File: src/rtl/rank_filter_kxk.sv
// rank_filter_kxk: K x K sliding-window rank-order filter.
// Columns arrive one per valid cycle. Each completed window launches a token
// into a radix-select pipeline that resolves one result bit per stage, MSB
// first, and returns the pixel at the requested rank of the sorted window.
module rank_filter_kxk #(
  parameter int K      = 3,
  parameter int DATA_W = 8,
  localparam int N      = K * K,
  localparam int RANK_W = $clog2(N)
) (
  input  logic                  clk,
  input  logic                  rst,
  input  logic                  valid_i,
  input  logic                  sol_i,
  input  logic [K*DATA_W-1:0]   col_i,
  input  logic [RANK_W-1:0]     rank_i,
  output logic [DATA_W-1:0]     pixel_o,
  output logic                  valid_o
);

  localparam int CNT_W  = $clog2(N + 1);
  localparam int FILL_W = $clog2(K + 1);

  // Per-element classification relative to the prefix resolved so far.
  localparam logic [1:0] TAG_LESS = 2'd0;
  localparam logic [1:0] TAG_EQ   = 2'd1;
  localparam logic [1:0] TAG_GT   = 2'd2;

  // Window: column 0 is the newest, column K-1 the oldest.
  logic [K-1:0][K*DATA_W-1:0] r_win;
  logic [FILL_W-1:0]          r_fill;
  logic [FILL_W-1:0]          w_fill_nx;
  logic                       w_launch;
  logic [CNT_W-1:0]           w_rank_c;
  logic                       r_vld0;
  logic [CNT_W-1:0]           r_rank0;

  // Stage inputs; index 0 is fed from the window, index s+1 from stage s.
  logic [N-1:0][DATA_W-1:0] w_pix  [DATA_W];
  logic [N-1:0][1:0]        w_tag  [DATA_W];
  logic [CNT_W-1:0]         w_less [DATA_W];
  logic [CNT_W-1:0]         w_rank [DATA_W];
  logic [DATA_W-1:0]        w_res  [DATA_W];
  logic                     w_vld  [DATA_W];

  // Fill tracking, launch detection and rank clamping.
  always_comb begin
    w_fill_nx = r_fill;
    if (valid_i) begin
      if (sol_i) begin
        w_fill_nx = FILL_W'(1);
      end else if (r_fill != FILL_W'(K)) begin
        w_fill_nx = r_fill + FILL_W'(1);
      end else begin
        w_fill_nx = r_fill;
      end
    end else begin
      w_fill_nx = r_fill;
    end
    w_launch = valid_i && (w_fill_nx == FILL_W'(K));
    if (CNT_W'(rank_i) > CNT_W'(N - 1)) begin
      w_rank_c = CNT_W'(N - 1);
    end else begin
      w_rank_c = CNT_W'(rank_i);
    end
  end

  // Window shift, fill counter and launch token registers.
  always_ff @(posedge clk or posedge rst) begin
    if (rst) begin
      r_win   <= '0;
      r_fill  <= FILL_W'(0);
      r_vld0  <= 1'b0;
      r_rank0 <= CNT_W'(0);
    end else begin
      r_fill <= w_fill_nx;
      r_vld0 <= w_launch;
      if (w_launch) begin
        r_rank0 <= w_rank_c;
      end else begin
        r_rank0 <= r_rank0;
      end
      if (valid_i) begin
        r_win[0] <= col_i;
        for (int c = 1; c < K; c++) begin
          r_win[c] <= r_win[c-1];
        end
      end else begin
        r_win <= r_win;
      end
    end
  end

  // The window register is the token payload for the first bit stage.
  assign w_pix[0]  = r_win;
  assign w_tag[0]  = {N{TAG_EQ}};
  assign w_less[0] = CNT_W'(0);
  assign w_rank[0] = r_rank0;
  assign w_res[0]  = DATA_W'(0);
  assign w_vld[0]  = r_vld0;

  for (genvar s = 0; s < DATA_W; s++) begin : g_stage
    localparam int B = DATA_W - 1 - s;
    logic [CNT_W-1:0]  w_z;
    logic              w_bit;
    logic [DATA_W-1:0] w_res_nx;

    // Count still-tied elements with a 0 at bit B and decide result bit B.
    always_comb begin
      w_z = CNT_W'(0);
      for (int e = 0; e < N; e++) begin
        w_z = w_z + CNT_W'((w_tag[s][e] == TAG_EQ) && !w_pix[s][e][B]);
      end
      w_bit       = (w_rank[s] >= (w_less[s] + w_z));
      w_res_nx    = w_res[s];
      w_res_nx[B] = w_bit;
    end

    if (s < DATA_W - 1) begin : g_mid
      logic [N-1:0][1:0]        w_tag_nx;
      logic [CNT_W-1:0]         w_less_nx;
      logic                     r_vld;
      logic [N-1:0][DATA_W-1:0] r_pix;
      logic [N-1:0][1:0]        r_tag;
      logic [CNT_W-1:0]         r_less;
      logic [CNT_W-1:0]         r_rank;
      logic [DATA_W-1:0]        r_res;

      // Split tied elements that disagree with the chosen bit into LESS/GREATER.
      always_comb begin
        w_tag_nx = w_tag[s];
        for (int e = 0; e < N; e++) begin
          if ((w_tag[s][e] == TAG_EQ) && (w_pix[s][e][B] != w_bit)) begin
            w_tag_nx[e] = w_bit ? TAG_LESS : TAG_GT;
          end else begin
            w_tag_nx[e] = w_tag[s][e];
          end
        end
        if (w_bit) begin
          w_less_nx = w_less[s] + w_z;
        end else begin
          w_less_nx = w_less[s];
        end
      end

      // Stage register; advances every cycle, bubbles carry valid = 0.
      always_ff @(posedge clk or posedge rst) begin
        if (rst) begin
          r_vld  <= 1'b0;
          r_pix  <= '0;
          r_tag  <= '0;
          r_less <= CNT_W'(0);
          r_rank <= CNT_W'(0);
          r_res  <= DATA_W'(0);
        end else begin
          r_vld  <= w_vld[s];
          r_pix  <= w_pix[s];
          r_tag  <= w_tag_nx;
          r_less <= w_less_nx;
          r_rank <= w_rank[s];
          r_res  <= w_res_nx;
        end
      end

      assign w_vld[s+1]  = r_vld;
      assign w_pix[s+1]  = r_pix;
      assign w_tag[s+1]  = r_tag;
      assign w_less[s+1] = r_less;
      assign w_rank[s+1] = r_rank;
      assign w_res[s+1]  = r_res;
    end else begin : g_last
      // Output register; pixel_o keeps its last result between valid cycles.
      always_ff @(posedge clk or posedge rst) begin
        if (rst) begin
          valid_o <= 1'b0;
          pixel_o <= DATA_W'(0);
        end else begin
          valid_o <= w_vld[s];
          if (w_vld[s]) begin
            pixel_o <= w_res_nx;
          end else begin
            pixel_o <= pixel_o;
          end
        end
      end
    end
  end

endmodule

File: config.mk
export PLATFORM = sky130hd
export DESIGN_NAME = rank_filter_kxk
export DESIGN_NICKNAME = d
export VERILOG_FILES = /design/src/rtl/rank_filter_kxk.sv
export SDC_FILE = /design/constraint.sdc
export NUM_CORES = 1
export LEC_CHECK = 0
export ABC_AREA = 1
export CAP_MARGIN = 20
export CORE_ASPECT_RATIO = 2
export CORE_MARGIN = 2
export CORE_UTILIZATION = 42
export CTS_CLUSTER_DIAMETER = 40
export DETAILED_ROUTE_END_ITERATION = 7
export SYNTH_ARGS = -nofsm -noshare
export SYNTH_HDL_FRONTEND = slang
export SYNTH_SLANG_ARGS = --single-unit
export TNS_END_PERCENT = 50
File: constraint.sdc
create_clock -name clk -period 21.6 [get_ports clk]
set_clock_uncertainty 0.05 [all_clocks]
set_input_delay 4.32 -clock clk [delete_from_list [all_inputs] [get_ports clk]]
set_output_delay 4.32 -clock clk [all_outputs]
set_load 0.005 [all_outputs]
### Word level (Yosys, flattened, before mapping)

Cells that the tools add are included.

| storage, ports and cells | value |
|---|---|
| flip-flop bits (word level) | 557 |
| input port bits | 32 |
| output and inout port bits | 9 |
| word-level logic and storage cells | 642 |

| cells by class | value |
|---|---|
| add/subtract/negate cells | 72 |
| order comparisons | 9 |
| equality and inequality tests | 128 |
| muxes and demuxes | 81 |
| reduce and logical (&&, ||, !) cells | 190 |

Operators by type and width:

| kind | count |
|---|---|
| $add A4 B1 Y4 | 40 |
| $mux W2 | 73 |
| $eq A2 B1 Y1 const B | 63 |
| $logic_and A1 B1 Y1 | 118 |
| $logic_not A1 Y1 | 72 |
| $ne A1 B1 Y1 | 63 |
| $add A3 B1 Y4 | 8 |
| $ge A4 B4 Y1 | 8 |
| $mux W4 | 8 |
| $add A4 B4 Y4 | 7 |
| $add A2 B1 Y3 | 8 |
| $add A1 B1 Y2 | 8 |
| $gt A4 B4 Y1 const B | 1 |
| $add A2 B1 Y2 const B | 1 |
| $eq A2 B2 Y1 const B | 1 |
| $ne A2 B2 Y1 const B | 1 |

### Depth between registers and ports, before layout

| depth | value |
|---|---|
| depth in word-level cells | 15 |
| depth in mapped cells | 24 |

### Least setup slack after synthesis

Ideal clock, no wire load.

| path | value |
|---|---|
| kind | input-to-reg |
| from | in valid_i |
| to | reg r_rank0[3] |
| arrival | 5.013 ns |
| setup slack | 16.418 ns |
| cell stages on the path | 6 |
| buffers on the path | 1 |
| cells stage by stage | inv_2 buf_6 nor3_4 inv_2 or2_1 o21a_1 |

| on the way | value |
|---|---|
| word-level cells in the longest chain between the ends | 3 |

Ends and longest elaborated chain:

| what | RTL line | text |
|---|---|---|
| start: declaration | 13 | `input logic valid_i,` |
| $mux W2 | 49 | `if (valid_i) begin` |
| $eq A2 B2 Y1 | 60 | `w_launch = valid_i && (w_fill_nx == FILL_W'(K));` |
| $logic_and A1 B1 Y1 * | 60 |  |
| net w_launch | 33 | `logic w_launch;` |
| end signal: assignment | 79 | `r_rank0 <= w_rank_c;` |
| end signal: assignment | 81 | `r_rank0 <= r_rank0;` |
| end: declaration | 36 | `logic [CNT_W-1:0] r_rank0;` |

The timed path passes the listed nets; every way through them passes the cells marked *.
A chain may end at the register's enable or synchronous reset.

==> out/qor.txt <==
Slew Viols, Final: 0
Util after Layout: 47.8%
CP max stage delay: 0.70 ns
core area: 0.0499 mm^2
Tcrit/Tclk final: 29.9%
starting density of the core: 42.5%
flops & latches, synth: 557
global route overflow: 0
Final Routed Wirelength: 40200 um
GRT Overall Usage: 16.4%
cts repair resizes: 0
Tightest Pin Transition: 0.942 ns
status: complete, no violations
H-tree depth: 2
CTS root buf: clkbuf_16
YS warnings: 0
RSZ-0062 raised after global routing: no
largest net degree at the start of global routing: 177
Worst setup EP type: async pin
CTS Buf Count: 46
FP Rows: 116
post-synthesis cell area: 0.0212 mm^2
worst min path class: flip-flop to flip-flop
vias in the first global route: 13400
Max-Cap Viols: 0
ANT cells: 0
Slowest cell on crit path: buf_4
R2R setup slack: 16.68 ns
initial antenna violation count: 0
ys async rst share: 100%
Mapped Cells: 1875
number of flops mapped to enable cells by yosys: 0
largest area contributor in the synthesized netlist: dfrtp_1
first-pass GRT wire length: 66400 um
Post-CTS Hold Buffers: 0
iteration count of the initial detailed-routing pass: 7
routed vias: 12200
Data required, critical path: 22.14 ns
area post-placement: 0.0223 mm^2
post-synth top area share: 65.7%
Synth top cells by count: dfrtp_1 (557), nand2_1 (394), inv_1 (365)
worst hold stages: 0
Syn Nets: 2032
Tmin final: 6.47 ns
vias per inst: 4.66
count leader, synth: dfrtp_1
top_reg_cell synth: dfrtp_1
Final Cell Area: 0.0239 mm^2
Routed WL per cell: 15.3 um
drc violations: 0
Layout fillers: 4532
worst r2r path cells: 19
number of port buffers: 40
Die Ht: 322 um
area of the multi-input gates: 0.00574 mm^2
Hold Fails Final Rpt: 0
setup TNS: 0 ns
clk buf depth: 3
Worst-path clk slew: 0.07 ns
cells along the critical path: clkdlybuf4s50_1, inv_8, buf_4, buf_12
placed wire-length estimate: 30300 um
count of cell types in the netlist: 33
die width: 163 um
critical path launch point type: input port
main area contributors after synthesis: dfrtp_1 (66%), nand2_1 (7.0%), inv_1 (6.5%), ha_1 (4.6%), fa_1 (4.4%)
nets@finish: 2098
share of cells above drive strength 1: 6.73%
CTS tree: yes
Crit Path Max Fanout: 176
clk_lat worst skew: 0.59 ns
P&R area growth vs syn: 12.6%
FF/Latch Area: 0.0139 mm^2
CP Class: input port to async pin
I/O pins: 41
RePlAce Congestion: 0.860
Highest Clock Rate: 0.155 GHz
Final Setup Violations: 0
post-synthesis sequential area ratio: 65.7%
Post-CTS Setup Bufs: 0
syn avg cell area: 11.3 um^2
Routed Antenna Nets: 0
Max transition margin: 37.2%
TritonCTS Sinks: 557
area of the die: 0.0524 mm^2
crit path DAT: 7.01 ns
DR iter-0 viols: 518
## final cells by class
type / count / share of cell area, %
clock inverter: 23 / 1.14
inverter: 367 / 5.80
tap: 649 / 3.40
timing repair buffer: 47 / 1.93
sequential: 557 / 58.4
clock buffer: 60 / 5.33
multi-input combinational: 922 / 24.0
## cells by family (layout without fill, tap and decap cells)
kind of cell             count (synthesis)  in the layout  share of synthesized area (%)
buffers and inverters                  396            497                           7.19
flip-flops                             557            557                           65.7
AND/OR/NAND/NOR                        621            621                           12.8
AO/OA/AOI/OAI                          154            154                           4.23
XOR/XNOR                                15             15                          0.620
adder cells (fa/ha/maj)                125            125                           9.04
multiplexers                             7              7                          0.372
## worst paths after layout
path | startpoint | endpoint
max in group clk | pixel_o[2] | pixel_o[2]
worst max-delay path | rst | r_win[24]
worst min-delay path | g_stage[0].g_mid.r_pix[35] | g_stage[1].g_mid.r_pix[35]
worst min register to register | g_stage[0].g_mid.r_pix[35] | g_stage[1].g_mid.r_pix[35]
worst max register to register | g_stage[4].g_mid.r_tag[13] | g_stage[5].g_mid.r_less[0]
min in group asynchronous | rst | pixel_o[3]
## per-stage QoR
step | cells | hold slack [ns] | setup slack [ns]
floorplan | 1875 | 0.281 | 1.65
global placement | 2542 | 0.281 | 14.46
detailed placement | 2542 | 0.285 | 14.41
CTS | 2625 | 0.277 | 15.03
global route | 2625 | 0.285 | 14.71
finish | 2625 | 0.282 | 15.13
## sequential cells by signal, summed over array words and instances, names as in the netlist
name                  flops
g_stage.g_mid.r_res      28
r_win                    72
r_vld0                    1
pixel_o                   8
r_rank0                   4
valid_o                   1
g_stage.g_mid.r_tag     126
g_stage.g_mid.r_rank     28
r_fill                    2
g_stage.g_mid.r_pix     252
g_stage.g_mid.r_less     28
g_stage.g_mid.r_vld       7
## critical path: cells and delay by family
kind / cells / cell delay (ns)
buffers and inverters: 4 / 2.41
## layer usage
| metal | vias to the layer above | global-route usage, % | share of wire (%) |
|---|---|---|---|
| met1 | 6020 | 13.5 | 29 |
| met5 | - | 0 | 0 |
| met3 | 120 | 1.83 | 2.3 |
| met2 | 191 | 34.8 | 62 |
| li1 | 5890 | - | - |
| met4 | 0 | 10.0 | 6.6 |
## cell usage in the layout, fill, tap and decap left out, types with 3 or more instances in the layout
master           Yosys  routed
clkbuf_8             0       7
inv_1              365     364
xnor2_1              8       8
nand3_1             66      66
a21oi_4              6       6
dfrtp_1            557     557
nor2_1              68      68
xor2_1               7       7
ha_1                78      78
fa_1                47      47
clkbuf_1            15       7
or2_2                8       8
nor3b_1              3       3
o21ai_0             96      96
or3b_2               6       6
nand4_1             56      56
nand2_1            394     394
buf_4                6       6
mux2_2               7       7
o21bai_1            20      20
clkinv_2             0      11
o21ai_1              6       6
nand2_2             12      12
nand3_2              4       4
clkbuf_16            0      46
a21oi_1             21      21
bufinv_16            0       4
clkdlybuf4s50_1      0      39
Power is left out: the tool's default activity adds up to more than one toggle a clock period on the data nets, which glitch-free logic cannot reach.
